<file path="src/rtl/ip_sdram_arbiter_if.sv">
// Requester, SDRAM command and read-return signals of the SDRAM arbiter.
// slave = arbiter side, master = requesters plus SDRAM controller side.
interface ip_sdram_arbiter_if;
   logic        vdp_req;
   logic        vdp_write;
   logic [22:0] vdp_address;
   logic [7:0]  vdp_wdata;
   logic        vdp_ack;
   logic [15:0] vdp_rdata;
   logic        vdp_rdata_en;
   logic        cpu_req;
   logic        cpu_write;
   logic [22:0] cpu_address;
   logic [7:0]  cpu_wdata;
   logic        cpu_ack;
   logic [15:0] cpu_rdata;
   logic        cpu_rdata_en;
   logic        mem_req;
   logic        mem_write;
   logic [22:0] mem_address;
   logic [7:0]  mem_wdata;
   logic        mem_ready;
   logic [15:0] mem_rdata;
   logic        mem_rdata_en;
   logic        err_orphan;

   modport slave (
      input  vdp_req, vdp_write, vdp_address, vdp_wdata,
      output vdp_ack, vdp_rdata, vdp_rdata_en,
      input  cpu_req, cpu_write, cpu_address, cpu_wdata,
      output cpu_ack, cpu_rdata, cpu_rdata_en,
      output mem_req, mem_write, mem_address, mem_wdata,
      input  mem_ready, mem_rdata, mem_rdata_en,
      output err_orphan
   );

   modport master (
      output vdp_req, vdp_write, vdp_address, vdp_wdata,
      input  vdp_ack, vdp_rdata, vdp_rdata_en,
      output cpu_req, cpu_write, cpu_address, cpu_wdata,
      input  cpu_ack, cpu_rdata, cpu_rdata_en,
      input  mem_req, mem_write, mem_address, mem_wdata,
      output mem_ready, mem_rdata, mem_rdata_en,
      input  err_orphan
   );
endinterface

</file>
<file path="src/rtl/ip_sdram_arbiter.sv">
// Two-requester SDRAM command arbiter: VDP priority, CPU starvation guard,
// in-order read return routing through a tag FIFO.
module ip_sdram_arbiter #(
   parameter int VDP_MAX_RUN = 4,
   parameter int TAG_DEPTH   = 4,
   parameter int TAG_BITS    = 2
) (
   input logic               clk,
   input logic               reset,
   input logic               sdram_busy,
   ip_sdram_arbiter_if.slave bus
);
   typedef enum logic {ST_INIT, ST_RUN} state_t;

   localparam logic [TAG_BITS:0] FULL    = (TAG_BITS + 1)'(TAG_DEPTH);
   localparam logic [3:0]        RUN_MAX = 4'(VDP_MAX_RUN);

   state_t              state;
   state_t              state_nxt;
   logic [TAG_BITS:0]   outstanding;
   logic [3:0]          run_cnt;
   logic [TAG_BITS-1:0] wr_ptr;
   logic [TAG_BITS-1:0] rd_ptr;
   logic                tag_mem [TAG_DEPTH];

   logic slot_free;
   logic pop;
   logic push;
   logic room;
   logic vdp_elig;
   logic cpu_elig;
   logic vdp_grant;
   logic cpu_grant;
   logic pop_tag;

   assign slot_free = !bus.mem_req || bus.mem_ready;
   assign pop       = bus.mem_rdata_en && (outstanding != '0);
   // A return in this cycle frees its slot for a read granted alongside it.
   assign room      = (outstanding < FULL) || pop;
   assign vdp_elig  = bus.vdp_req && (bus.vdp_write || room);
   assign cpu_elig  = bus.cpu_req && (bus.cpu_write || room);
   assign push      = (vdp_grant && !bus.vdp_write) ||
                      (cpu_grant && !bus.cpu_write);
   assign pop_tag   = tag_mem[rd_ptr];

   assign bus.vdp_ack = vdp_grant;
   assign bus.cpu_ack = cpu_grant;

   always_ff @(posedge clk) begin
      if (reset) state <= ST_INIT;
      else       state <= state_nxt;
   end

   always_comb begin
      state_nxt = state;
      vdp_grant = 1'b0;
      cpu_grant = 1'b0;
      unique case (state)
         ST_INIT: begin
            if (!sdram_busy) state_nxt = ST_RUN;
         end
         ST_RUN: begin
            if (sdram_busy) begin
               state_nxt = ST_INIT;
            end else if (slot_free) begin
               if (cpu_elig && (!vdp_elig || run_cnt == RUN_MAX))
                  cpu_grant = 1'b1;
               else if (vdp_elig)
                  vdp_grant = 1'b1;
            end
         end
         default: state_nxt = ST_INIT;
      endcase
   end

   always_ff @(posedge clk) begin
      if (push) tag_mem[wr_ptr] <= cpu_grant;
   end

   always_ff @(posedge clk) begin
      if (reset) begin
         bus.mem_req      <= 1'b0;
         bus.mem_write    <= 1'b0;
         bus.mem_address  <= '0;
         bus.mem_wdata    <= '0;
         bus.vdp_rdata    <= '0;
         bus.vdp_rdata_en <= 1'b0;
         bus.cpu_rdata    <= '0;
         bus.cpu_rdata_en <= 1'b0;
         bus.err_orphan   <= 1'b0;
         outstanding      <= '0;
         run_cnt          <= '0;
         wr_ptr           <= '0;
         rd_ptr           <= '0;
      end else begin
         if (cpu_grant) begin
            bus.mem_req     <= 1'b1;
            bus.mem_write   <= bus.cpu_write;
            bus.mem_address <= bus.cpu_address;
            bus.mem_wdata   <= bus.cpu_wdata;
         end else if (vdp_grant) begin
            bus.mem_req     <= 1'b1;
            bus.mem_write   <= bus.vdp_write;
            bus.mem_address <= bus.vdp_address;
            bus.mem_wdata   <= bus.vdp_wdata;
         end else if (slot_free) begin
            bus.mem_req <= 1'b0;
         end

         if (push) wr_ptr <= wr_ptr + 1'b1;
         if (pop)  rd_ptr <= rd_ptr + 1'b1;
         outstanding <= outstanding
                        + {{TAG_BITS{1'b0}}, push}
                        - {{TAG_BITS{1'b0}}, pop};

         bus.vdp_rdata_en <= pop && !pop_tag;
         bus.cpu_rdata_en <= pop && pop_tag;
         if (pop && !pop_tag) bus.vdp_rdata <= bus.mem_rdata;
         if (pop && pop_tag)  bus.cpu_rdata <= bus.mem_rdata;

         if (bus.mem_rdata_en && outstanding == '0)
            bus.err_orphan <= 1'b1;

         // Counts VDP wins only while the CPU is actually waiting.
         if (!bus.cpu_req || cpu_grant)
            run_cnt <= '0;
         else if (vdp_grant && run_cnt != RUN_MAX)
            run_cnt <= run_cnt + 4'd1;
      end
   end
endmodule

</file>
<file path="src/flat_wrapper.sv">
// flat-port wrapper written by rule: the top's interface ports become plain ports
module ip_sdram_arbiter_flat 
#(
   parameter int VDP_MAX_RUN = 4,
   parameter int TAG_DEPTH   = 4,
   parameter int TAG_BITS    = 2
)
  (clk, reset, sdram_busy, bus_vdp_req, bus_vdp_write, bus_vdp_address, bus_vdp_wdata, bus_vdp_ack, bus_vdp_rdata, bus_vdp_rdata_en, bus_cpu_req, bus_cpu_write, bus_cpu_address, bus_cpu_wdata, bus_cpu_ack, bus_cpu_rdata, bus_cpu_rdata_en, bus_mem_req, bus_mem_write, bus_mem_address, bus_mem_wdata, bus_mem_ready, bus_mem_rdata, bus_mem_rdata_en, bus_err_orphan);
  ip_sdram_arbiter_if bus_i ();
  input logic clk;
  input logic reset;
  input logic sdram_busy;
  input wire logic [$bits(bus_i.vdp_req)-1:0] bus_vdp_req;
  input wire logic [$bits(bus_i.vdp_write)-1:0] bus_vdp_write;
  input wire logic [$bits(bus_i.vdp_address)-1:0] bus_vdp_address;
  input wire logic [$bits(bus_i.vdp_wdata)-1:0] bus_vdp_wdata;
  output wire logic [$bits(bus_i.vdp_ack)-1:0] bus_vdp_ack;
  output wire logic [$bits(bus_i.vdp_rdata)-1:0] bus_vdp_rdata;
  output wire logic [$bits(bus_i.vdp_rdata_en)-1:0] bus_vdp_rdata_en;
  input wire logic [$bits(bus_i.cpu_req)-1:0] bus_cpu_req;
  input wire logic [$bits(bus_i.cpu_write)-1:0] bus_cpu_write;
  input wire logic [$bits(bus_i.cpu_address)-1:0] bus_cpu_address;
  input wire logic [$bits(bus_i.cpu_wdata)-1:0] bus_cpu_wdata;
  output wire logic [$bits(bus_i.cpu_ack)-1:0] bus_cpu_ack;
  output wire logic [$bits(bus_i.cpu_rdata)-1:0] bus_cpu_rdata;
  output wire logic [$bits(bus_i.cpu_rdata_en)-1:0] bus_cpu_rdata_en;
  output wire logic [$bits(bus_i.mem_req)-1:0] bus_mem_req;
  output wire logic [$bits(bus_i.mem_write)-1:0] bus_mem_write;
  output wire logic [$bits(bus_i.mem_address)-1:0] bus_mem_address;
  output wire logic [$bits(bus_i.mem_wdata)-1:0] bus_mem_wdata;
  input wire logic [$bits(bus_i.mem_ready)-1:0] bus_mem_ready;
  input wire logic [$bits(bus_i.mem_rdata)-1:0] bus_mem_rdata;
  input wire logic [$bits(bus_i.mem_rdata_en)-1:0] bus_mem_rdata_en;
  output wire logic [$bits(bus_i.err_orphan)-1:0] bus_err_orphan;
  assign bus_i.vdp_req = bus_vdp_req;
  assign bus_i.vdp_write = bus_vdp_write;
  assign bus_i.vdp_address = bus_vdp_address;
  assign bus_i.vdp_wdata = bus_vdp_wdata;
  assign bus_vdp_ack = bus_i.vdp_ack;
  assign bus_vdp_rdata = bus_i.vdp_rdata;
  assign bus_vdp_rdata_en = bus_i.vdp_rdata_en;
  assign bus_i.cpu_req = bus_cpu_req;
  assign bus_i.cpu_write = bus_cpu_write;
  assign bus_i.cpu_address = bus_cpu_address;
  assign bus_i.cpu_wdata = bus_cpu_wdata;
  assign bus_cpu_ack = bus_i.cpu_ack;
  assign bus_cpu_rdata = bus_i.cpu_rdata;
  assign bus_cpu_rdata_en = bus_i.cpu_rdata_en;
  assign bus_mem_req = bus_i.mem_req;
  assign bus_mem_write = bus_i.mem_write;
  assign bus_mem_address = bus_i.mem_address;
  assign bus_mem_wdata = bus_i.mem_wdata;
  assign bus_i.mem_ready = bus_mem_ready;
  assign bus_i.mem_rdata = bus_mem_rdata;
  assign bus_i.mem_rdata_en = bus_mem_rdata_en;
  assign bus_err_orphan = bus_i.err_orphan;
  ip_sdram_arbiter #(.VDP_MAX_RUN(VDP_MAX_RUN), .TAG_DEPTH(TAG_DEPTH), .TAG_BITS(TAG_BITS)) u_core (.clk(clk), .reset(reset), .sdram_busy(sdram_busy), .bus(bus_i));
endmodule
</file>
<file path="config.mk">
export PLATFORM = sky130hd
export DESIGN_NAME = ip_sdram_arbiter_flat
export DESIGN_NICKNAME = d
export VERILOG_FILES = /design/src/rtl/ip_sdram_arbiter_if.sv /design/src/rtl/ip_sdram_arbiter.sv /design/src/flat_wrapper.sv
export SDC_FILE = /design/constraint.sdc
export NUM_CORES = 1
export LEC_CHECK = 0
export ABC_AREA = 1
export CAP_MARGIN = 30
export CORE_UTILIZATION = 68
export DETAILED_ROUTE_END_ITERATION = 6
export DONT_BUFFER_PORTS = 1
export PLACE_DENSITY = 0.84
export SYNTH_ARGS = -nofsm -noshare
export SYNTH_HDL_FRONTEND = slang
export SYNTH_SLANG_ARGS = --single-unit
</file>
<file path="constraint.sdc">
create_clock -name clk -period 6.4 [get_ports clk]
set_clock_uncertainty 0.2 [all_clocks]
set_input_delay 0.96 -clock clk [delete_from_list [all_inputs] [get_ports clk]]
set_output_delay 0.96 -clock clk [all_outputs]
set_load 0.02 [all_outputs]
</file>
==> metrics.cfg <==
[logic_synthesis]
synth_common_cells = nor2_1 (188), inv_1 (90), nand2_1 (83)
yosysSeqAreaShare = 0.4202
synth_fp_nets = 710
async_flop_share = 0
syn_inst = 614
synth.most_common_cell = nor2_1
yosys.area.top_type = dfxtp_1
synth_area_leaders = dfxtp_1 (39%), nor2_1 (17%), inv_1 (8.1%)
ys_types = 29
synth_warnings = 0
syn_area_per_cell_um2 = 6.829
synth_area_um2 = 4193
synth-main-ff-cell = dfxtp_1
ys_seq_elements = 86
synth.top_cell.area_share = 0.3915
synth_edf_count = 4

[pwr]
p_leak_uw = 0.002082
p_per_area_nw_per_um2 = 329.2
vdd_ir_drop_max_v = 0.0002724

[critical_path]
rr_worst_depth = 8
arrival_ps = 2870
required_ps = 5240
r2r_setup_slack_ps = 3000
worst_setup_path_start_kind = input pin
cp-end-kind = primary output
r2r_start = u_core.run_cnt[0]
path_class = in -> out
path_max_fanout = 34
r2r-end = u_core.bus.mem_req

[flow_run]
maxCapViolations = 0

[sta]
fin_crit_sh = 0.6302
min_period_ps = 4033
finalSetupViolations = 0
timing.final.hold_violations = 0
drv_slew = 0
finalSetupTns_ps = 0
rsz0062_at_grt = false
timing.fmax_ghz = 0.2479
tightest_slew_ps = 735.7
relSlewSlack = 0.5083

[global_routing]
grt_antenna_before_repair = 0
grt_use_total = 0.2828
grt_pass1_vias = 3329
grt_pass1_wl_um = 14160
grt_max_degree = 40
grt-busiest-layer = met2
grt-ovfl-total = 0
met3_usage = 0.07727
use_met2 = 0.4941
met1_usage = 0.3062

[route]
drt_iter0_drc = 208
via_count = 3550
drt-total-wl_um = 9070
via_per_inst = 5.251
wl_per_cell_um = 13.42
drt_pass1_iterations = 4
drc = 0
ant_nets = 0

[clocking]
numCtsBuffers = 9
clk_path_buf_depth = 2
cts.sinks = 86
post_cts_buffers = 0
cts_tree = built
cts_hold_buffers = 0
root_buffer = clkbuf_8
cts_resized = 0
clk_latency_ps = 350
clk_pin_slew_worst_paths_ps = 90
htreeDepth = 3

[cells_and_area]
final_nets = 692
final_area_um2 = 4355
n_antenna_cell = 0
post-route-util = 0.7356
area_delta_synth_final_pct = 3.880
multiInputGateArea_um2 = 1892
layout-drive-gt1-share = 0.08486
fillers = 475
ff_latch_area_um2 = 1762

[die]
rows = 28
start_util = 0.7082
die_h_um = 80.52
die_area_um2 = 6483
die-width_um = 80.52
core_um2 = 5921
io_pins = 157

[place]
dpl-instance-area_um2 = 4146
post-dp-hpwl_um = 6099
gp_congestion = 0.8218
port_buffers = 0

[worst_hold_path]
min_path_type = reg -> reg
whs_path_depth = 2
hold_start = u_core.rd_ptr[1]

[run_status]
status = complete, no violations

-- final cells by class --
type                            instances  area share
Sequential cell                        86      0.4045
Multi-Input combinational cell        401      0.4344
Timing Repair Buffer                    1    0.006320
Inverter                               97     0.08532
Clock buffer                            9     0.02844
Tap cell                               75     0.02155
Clock inverter                          7     0.01953
-- where the power goes --
group          switching [µW]  leakage [µW]  internal [µW]
clock                     215      0.000107            189
combinational             176       0.00127           85.3
sequential                144      0.000702            624
-- placed cells by master (no fill, tap or decap), drive strengths merged --
cell type and n:
nor2 209, inv 101, nand2 84, dfxtp 82
o21ai 35, nand4 32, nand3 15, a21oi 12
clkbuf 9, ha 8, edfxtp 4, xor2 3
clkinv 2, and3 1, nor3 1, fa 1
bufinv 1, buf 1
-- critical path, cell delays in order --
cell and delay, ps:
clkinv_1 30, nand2_1 70, nor2_4 600, nand3_2 700
inv_1 500
-- kinds of logic (layout without fill, tap and decap cells) --
| group | after synthesis | after routing | share of synthesized area |
|---|---|---|---|
| AO/OA/AOI/OAI | 47 | 47 | 0.05879 |
| flip-flops | 86 | 86 | 0.4202 |
| buffers and inverters | 127 | 114 | 0.1286 |
| XOR/XNOR | 3 | 3 | 0.006268 |
| AND/OR/NAND/NOR | 342 | 342 | 0.3575 |
| adder cells (fa/ha/maj) | 9 | 9 | 0.02865 |
-- sequential cells by signal, indices dropped and copies added, names as in the netlist, named ones only --
signal                   cells
u_core.bus.mem_req           1
u_core.rd_ptr                2
u_core.bus.cpu_rdata_en      1
u_core.bus.vdp_rdata_en      1
u_core.wr_ptr                2
u_core.bus.mem_write         1
u_core.state                 1
u_core.outstanding           3
u_core.bus.mem_address      23
u_core.bus.cpu_rdata        16
u_core.run_cnt               4
u_core.bus.err_orphan        1
u_core.bus.mem_wdata         8
u_core.tag_mem               4
u_core.bus.vdp_rdata        16
-- worst max path at each step --
| stage | startpoint | slack (ps) | end |
|---|---|---|---|
| after CTS | sdram_busy | 2380 | bus_cpu_ack |
| after global routing | sdram_busy | 2180 | bus_cpu_ack |
| after detailed placement | sdram_busy | 2380 | bus_cpu_ack |
| after global placement | sdram_busy | 2440 | bus_cpu_ack |
| after floorplan | sdram_busy | 3480 | bus_cpu_ack |
| final | sdram_busy | 2370 | bus_cpu_ack |
-- metal layers --
layer | wire length (µm) | part of all wire
met2 | 4234 | 0.47
met1 | 3778 | 0.42
met4 | 276 | 0.030
met3 | 781 | 0.086
met5 | 0 | 0
-- metrics by stage --
stage | setup slack, ps | hold WS (ps) | cells | total power, µW
3_5_place_dp | 2379 | 260.9 | 660 | 1040
3_3_place_gp | 2437 | 251.0 | 659 | 1026
4_1_cts | 2379 | 270.5 | 676 | 1442
5_1_grt | 2177 | 310.1 | 676 | 1509
6_report | 2367 | 262.8 | 676 | 1434
2_1_floorplan | 3484 | 236.4 | 614 | 1001
Power figures use the tool's default switching activity.
